`src/rtl/vga_console_pkg.sv`:
```
// Shared constants for the text-console pixel renderer: palette, attribute
// field layout and colour width.
package vga_console_pkg;

    localparam int RGB_W     = 12;
    localparam int FG_LSB    = 0;
    localparam int BG_LSB    = 4;
    localparam int BLINK_BIT = 7;

    typedef logic [RGB_W-1:0] rgb_t;

    // CGA-style 16-colour table, entry 0 in the least significant slot.
    localparam logic [15:0][RGB_W-1:0] PALETTE = {
        12'hFFF,  // 15 white
        12'hFF5,  // 14 yellow
        12'hF5F,  // 13 light magenta
        12'hF55,  // 12 light red
        12'h5FF,  // 11 light cyan
        12'h5F5,  // 10 light green
        12'h55F,  //  9 light blue
        12'h555,  //  8 dark grey
        12'hAAA,  //  7 light grey
        12'hA50,  //  6 brown
        12'hA0A,  //  5 magenta
        12'hA00,  //  4 red
        12'h0AA,  //  3 cyan
        12'h0A0,  //  2 green
        12'h00A,  //  1 blue
        12'h000   //  0 black
    };

    function automatic rgb_t palette_lookup(input logic [3:0] idx);
        return PALETTE[idx];
    endfunction

endpackage

```
`src/rtl/vga_console_blink.sv`:
```
// Frame counter that toggles the cursor/character blink phase every
// BLINK_FRAMES frame_start pulses. Phase 0 means "visible".
module vga_console_blink #(
    parameter int BLINK_FRAMES = 16
) (
    input  logic pixel_clk,
    input  logic reset_n,
    input  logic frame_start,
    output logic blink_phase
);

    localparam int CNT_W = (BLINK_FRAMES > 1) ? $clog2(BLINK_FRAMES) : 1;
    localparam logic [CNT_W-1:0] CNT_LAST = CNT_W'(BLINK_FRAMES - 1);

    logic [CNT_W-1:0] cnt_q, cnt_d;
    logic             phase_q, phase_d;

    // Advance the frame count; wrap and flip the phase on the last frame.
    always_comb begin
        cnt_d   = cnt_q;
        phase_d = phase_q;
        if (frame_start) begin
            if (cnt_q == CNT_LAST) begin
                cnt_d   = '0;
                phase_d = ~phase_q;
            end else begin
                cnt_d = cnt_q + CNT_W'(1);
            end
        end
    end

    // Counter and phase registers.
    always_ff @(posedge pixel_clk or negedge reset_n) begin
        if (!reset_n) begin
            cnt_q   <= '0;
            phase_q <= 1'b0;
        end else begin
            cnt_q   <= cnt_d;
            phase_q <= phase_d;
        end
    end

    assign blink_phase = phase_q;

endmodule

```
`src/rtl/vga_console_render.sv`:
```
// Text-console pixel stage: fetches character code/attribute and glyph row,
// picks the pixel, applies palette, blink and underline cursor, and emits
// registered RGB with the VGA timing delayed to match.
module vga_console_render
    import vga_console_pkg::*;
#(
    parameter int TEXT_COLUMNS     = 10,
    parameter int TEXT_ROWS        = 5,
    parameter int GLYPH_COLUMNS    = 9,
    parameter int GLYPH_ROWS       = 14,
    parameter int CODE_WIDTH       = 8,
    parameter int CURSOR_START_ROW = 12,
    parameter int BLINK_FRAMES     = 16,
    parameter int SYNC_ACTIVE_LOW  = 1,
    localparam int ADDR_W = $clog2(TEXT_COLUMNS * TEXT_ROWS),
    localparam int ROW_W  = $clog2(GLYPH_ROWS),
    localparam int COL_W  = $clog2(GLYPH_COLUMNS)
) (
    input  logic                    pixel_clk,
    input  logic                    reset_n,
    input  logic                    frame_start,
    input  logic                    hsync_in,
    input  logic                    vsync_in,
    input  logic                    de_in,
    input  logic [ADDR_W-1:0]       char_address,
    input  logic [ROW_W-1:0]        glyph_row,
    input  logic [COL_W-1:0]        glyph_column,
    input  logic                    idle,
    input  logic                    cursor_enable,
    input  logic [ADDR_W-1:0]       cursor_address,
    output logic [ADDR_W-1:0]       char_ram_address,
    input  logic [CODE_WIDTH+7:0]   char_ram_data,
    output logic [CODE_WIDTH+ROW_W-1:0] font_address,
    input  logic [GLYPH_COLUMNS-1:0] font_data,
    output logic [RGB_W-1:0]        rgb,
    output logic                    hsync_out,
    output logic                    vsync_out,
    output logic                    de_out
);

    localparam logic SYNC_IDLE = (SYNC_ACTIVE_LOW != 0);

    logic blink_phase;

    vga_console_blink #(
        .BLINK_FRAMES(BLINK_FRAMES)
    ) u_blink (
        .pixel_clk  (pixel_clk),
        .reset_n    (reset_n),
        .frame_start(frame_start),
        .blink_phase(blink_phase)
    );

    // ---------------- S0: character RAM address, cursor hit ----------------
    logic cursor_hit_s0;

    assign char_ram_address = char_address;
    assign cursor_hit_s0 = cursor_enable & ~blink_phase
                         & (char_address == cursor_address)
                         & (glyph_row >= ROW_W'(CURSOR_START_ROW));

    logic [ROW_W-1:0] row_s1_q;
    logic [COL_W-1:0] col_s1_q;
    logic             idle_s1_q;
    logic             hit_s1_q;

    // Carry glyph position and flags alongside the character RAM read.
    always_ff @(posedge pixel_clk or negedge reset_n) begin
        if (!reset_n) begin
            row_s1_q  <= '0;
            col_s1_q  <= '0;
            idle_s1_q <= 1'b0;
            hit_s1_q  <= 1'b0;
        end else begin
            row_s1_q  <= glyph_row;
            col_s1_q  <= glyph_column;
            idle_s1_q <= idle;
            hit_s1_q  <= cursor_hit_s0;
        end
    end

    // ---------------- S1: font ROM address ----------------
    assign font_address = {char_ram_data[CODE_WIDTH-1:0], row_s1_q};

    logic [7:0]       attr_s2_q;
    logic [COL_W-1:0] col_s2_q;
    logic             idle_s2_q;
    logic             hit_s2_q;

    // Carry attribute and flags alongside the font ROM read.
    always_ff @(posedge pixel_clk or negedge reset_n) begin
        if (!reset_n) begin
            attr_s2_q <= '0;
            col_s2_q  <= '0;
            idle_s2_q <= 1'b0;
            hit_s2_q  <= 1'b0;
        end else begin
            attr_s2_q <= char_ram_data[CODE_WIDTH+7:CODE_WIDTH];
            col_s2_q  <= col_s1_q;
            idle_s2_q <= idle_s1_q;
            hit_s2_q  <= hit_s1_q;
        end
    end

    // ---------------- S2: pixel select, colour, forced black ----------------
    // Bitmap MSB is the leftmost column; reverse it so the column indexes directly.
    logic [GLYPH_COLUMNS-1:0] font_rev;

    for (genvar gi = 0; gi < GLYPH_COLUMNS; gi++) begin : g_font_rev
        assign font_rev[gi] = font_data[GLYPH_COLUMNS-1-gi];
    end

    logic [3:0] de_q, hs_q, vs_q;
    logic       pix_raw;
    logic       pix;
    logic       fg_sel;
    rgb_t       colour;
    rgb_t       rgb_d;
    rgb_t       rgb_q;

    // Pick the glyph pixel, apply blink/cursor, look up colour, blank if inactive.
    always_comb begin
        pix_raw = 1'b0;
        if ({1'b0, col_s2_q} < (COL_W+1)'(GLYPH_COLUMNS)) begin
            pix_raw = font_rev[col_s2_q];
        end
        pix    = pix_raw & ~(attr_s2_q[BLINK_BIT] & blink_phase);
        fg_sel = pix ^ hit_s2_q;
        if (fg_sel) begin
            colour = palette_lookup(attr_s2_q[FG_LSB +: 4]);
        end else begin
            colour = palette_lookup({1'b0, attr_s2_q[BG_LSB +: 3]});
        end
        rgb_d = colour;
        // de_q[2] is the timing that will accompany this pixel at the output.
        if (idle_s2_q || !de_q[2]) begin
            rgb_d = '0;
        end
    end

    // Output colour register.
    always_ff @(posedge pixel_clk or negedge reset_n) begin
        if (!reset_n) begin
            rgb_q <= '0;
        end else begin
            rgb_q <= rgb_d;
        end
    end

    // Four-deep timing delay: one cycle for the sync stage plus three here.
    always_ff @(posedge pixel_clk or negedge reset_n) begin
        if (!reset_n) begin
            de_q <= '0;
            hs_q <= {4{SYNC_IDLE}};
            vs_q <= {4{SYNC_IDLE}};
        end else begin
            de_q <= {de_q[2:0], de_in};
            hs_q <= {hs_q[2:0], hsync_in};
            vs_q <= {vs_q[2:0], vsync_in};
        end
    end

    assign rgb       = rgb_q;
    assign de_out    = de_q[3];
    assign hsync_out = hs_q[3];
    assign vsync_out = vs_q[3];

endmodule

```
`config.mk`:
```
export PLATFORM = sky130hd
export DESIGN_NAME = vga_console_render
export DESIGN_NICKNAME = d
export VERILOG_FILES = /design/src/rtl/vga_console_pkg.sv /design/src/rtl/vga_console_blink.sv /design/src/rtl/vga_console_render.sv
export SDC_FILE = /design/constraint.sdc
export NUM_CORES = 1
export LEC_CHECK = 0
export ABC_AREA = 1
export CAP_MARGIN = 30
export CORE_ASPECT_RATIO = 0.9
export CORE_MARGIN = 2
export CORE_UTILIZATION = 40
export CTS_CLUSTER_DIAMETER = 100
export DETAILED_ROUTE_END_ITERATION = 8
export DONT_BUFFER_PORTS = 1
export HOLD_SLACK_MARGIN = 0.08
export SKIP_CTS_REPAIR_TIMING = 1
export SLEW_MARGIN = 10
export SYNTH_ARGS = -nofsm -noshare
export SYNTH_HDL_FRONTEND = slang
export SYNTH_SLANG_ARGS = --single-unit
```
`constraint.sdc`:
```
create_clock -name pixel_clk -period 1.4 [get_ports pixel_clk]
set_input_delay 0.07 -clock pixel_clk [delete_from_list [all_inputs] [get_ports pixel_clk]]
set_output_delay 0.07 -clock pixel_clk [all_outputs]
set_load 0.005 [all_outputs]
```
==> summary.md <==
| Metric | Value |
|---|---|
| Outcome | finished clean |
| Top sig layer | met4 |
| Worst setup margin | 0.0231 ns |
| Clock period minus worst slack | 1.38 ns |
| Syn. warnings | 0 |
| M1 wire length | 1.12 mm |
| Antenna viol nets, final | 0 |
| Vias | 1112 |
| Post-synth net total | 216 |
| Worst Setup End Kind | flip-flop |
| Worst-path fanout max | 7 |
| Ys flop type | dfrtp_1 |
| Count leader, synth | dfrtp_1 |
| #FFs+latches synth | 46 |
| Distinct cells, synth | 22 |
| WHS Endpoint | u_blink.cnt_q[2] |
| Vias per Instance | 4.50 |
| Routability cong. | 0.675 |
| Remaining global-route overflow | 0 |
| Setup crit start kind | flip-flop |
| Detailed Route WL | 3.15 mm |
| Max-Cap Viols | 0 |
| Count of port buffers added during placement | 0 |
| Initial core utilization | 0.410 |
| WL/cell | 12.8 microns |
| Worst r2r dst | rgb[7] |
| RSZ-0062 raised after global routing | true |
| Post-detail-place hpwl | 2.09 mm |
| Die area | 0.00504 sq mm |
| Share of cells above drive strength 1 | 0.200 |
| TritonCTS Buffers | 5 |
| Met3 Routed Length | 284 microns |
| Setup WS pre-CTS | -0.0326 ns |
| Combinational power share | 0.140 |
| Number of global-route vias before repair | 990 |
| Register share of total power | 0.576 |
| Final Power | 0.00269 W |
| Hold Startpoint | frame_start |
| Area of all placed cells without fillers | 0.00222 sq mm |
| Hold Path Stages | 4 |
| Skew-Pair Late Insertion Delay | 0.30 ns |
| Antenna cells | 0 |
| Share of the synthesized area in the top cell type | 0.530 |
| Cell Int Power | 0.00199 W |
| Cell Area, Synth | 0.00180 sq mm |
| Mapped Cells | 162 |
| Final Hold Viols | 0 |
| Met2 routed WL | 1.67 mm |
| Biggest register | attr_s2_q |
| Top cells by count, synth | 38 x dfrtp_1, 21 x buf_4, 20 x nand2_1 |
| Max reg flops | 8 |
| Slew @ Worst Pin | 0.307 ns |
| Rows | 23 |
| Worst Hold Class | in -> reg |
| DR iter-0 viols | 37 |
| Slew margin rel. | 0.793 |
| Ports | 86 |
| RR Startpoint | col_s2_q[0] |
| Synthesized area per cell | 11.1 sq um |
| Worst reg-to-reg setup slack | 0.02 ns |
| CTS clk-pin slew, worst paths | 0.08 ns |
| Pin count of the biggest net entering global routing | 47 |
| Sequential area share after synthesis | 0.647 |
| # nets final | 238 |
| Largest cells by area after synthesis | dfrtp_1 53%, dfstp_2 12%, buf_4 8.8% |
| Fmax | 726 MHz |
| Max Root-Sink Buffers | 2 |
| Switch share | 0.260 |
| Drt pass-1 iters | 3 |
| Worst Skew | 0.00803 ns |
| Clock share of power | 0.284 |
| LEAKAGE | 1.03 nW |
| Final period utilization | 0.984 |
| Placed Area | 0.00172 sq mm |
| Number of synthesized flops with an enable pin | 0 |
| Die Span Y | 67.6 microns |
| Initial antenna violation count | 0 |
| Total core area | 0.00437 sq mm |
| Async SR Flop Fraction | 1.00 |
| Crit Path Class | reg -> reg |
| GRT Resource Usage Total | 0.121 |
| Worst VDD drop | 0.563 mV |
| Clock root buffer | clkbuf_8 |
| Max Slew Vio Count | 0 |
| Drt drc | 0 |
| Clk sinks | 46 |
| Final setup fails | 0 |
| Critical path required time | 1.59 ns |
| Worst reg2reg path depth | 11 |
| H-tree Lvls | 2 |
| First-pass GRT wire length | 4.25 mm |
| Clock tree from TritonCTS | yes |
| Switch Pwr | 0.000700 W |
| Power Dens Cells | 1210 mW/mm^2 |
| Largest area contributor in the netlist | dfrtp_1 |
| Area Growth Syn to Fin | 23.4% |
| DIE WIDTH | 74.6 microns |
| Worst EP arrival | 1.57 ns |
## per-stage QoR
step	cells	util	hold slack [ns]	TNS, ns
3_5_place_dp	203	0.392	-0.224	-0.0406
6_report	247	0.507	0.00548	0
2_1_floorplan	162	-	-0.226	0
4_1_cts	211	0.412	-0.558	-0.0827
3_3_place_gp	203	0.392	-0.224	0
5_1_grt	247	0.507	0.0857	-0.356
## area by class of cell
cell class / instances / area, sq um
inverters: 20 / 75.1
clock buffers: 6 / 72.6
flip-flops and latches: 46 / 1160
fillers: 404 / 2160
well taps: 62 / 77.6
clock inverters: 2 / 13.8
multi-input cells: 75 / 437
repair buffers: 36 / 378
## metal layers
metal / track usage / vias up
li1: - / 528
met1: 0.120 / 512
met2: 0.209 / 61
met3: 0.0522 / 11
met4: 0.0737 / 0
met5: 0 / -
## layout by cell type, fill, tap and decap left out, drive strengths merged
cell type / synthesis / routed
inv: 20 / 20
xnor2: 4 / 4
dfrtp: 38 / 38
clkbuf: 0 / 6
o31ai: 1 / 1
dfstp: 8 / 8
buf: 21 / 1
ha: 1 / 1
nor4: 1 / 1
clkinv: 0 / 2
dlygate4sd3: 0 / 35
a31o: 1 / 1
xor2: 3 / 3
o21ai: 2 / 2
nand4: 4 / 4
nand3: 15 / 15
nand3b: 1 / 1
nand2: 26 / 26
nor2: 14 / 14
a21oi: 2 / 2
## worst max-delay path: stages, from the launching register on
cell,delay (ns)
dfrtp_2,0.42
nor2_2,0.05
nor2_1,0.10
nand2_1,0.07
nand3b_1,0.08
nand3_1,0.08
nand2_2,0.12
nand2_4,0.08
nand2_4,0.08
nand2_4,0.06
nor2_2,0.09
nor2_1,0.05
## power groups by stage
stage / combinational (W) / clock, W / sequential (W)
2_1_floorplan: 0.000242 / 0 / 0.00155
3_3_place_gp: 0.000214 / 0 / 0.00157
3_5_place_dp: 0.000237 / 0 / 0.00157
4_1_cts: 0.000237 / 0.000802 / 0.00155
5_1_grt: 0.000437 / 0.000869 / 0.00157
6_report: 0.000376 / 0.000764 / 0.00155
## cells by family (layout without fill, tap and decap cells)
kind of cell             count (synthesis)  count (layout)  share of synthesized area
AND/OR/NAND/NOR                         61              61                      0.162
flip-flops                              46              46                      0.647
buffers and inverters                   41              64                      0.130
XOR/XNOR                                 7               7                     0.0341
AO/OA/AOI/OAI                            6               6                     0.0202
adder cells (fa/ha/maj)                  1               1                    0.00697
## how the worst max path moves through the flow
stage | from | end | depth (start not counted)
floorplan | col_s2_q[0] | rgb[7] | 11
global route | col_s2_q[0] | rgb[9] | 10
global placement | col_s2_q[0] | rgb[6] | 11
finish | col_s2_q[0] | rgb[7] | 11
CTS | col_s2_q[0] | rgb[7] | 11
detailed placement | col_s2_q[0] | rgb[7] | 11
No activity file was read; power rests on OpenSTA's default activity.
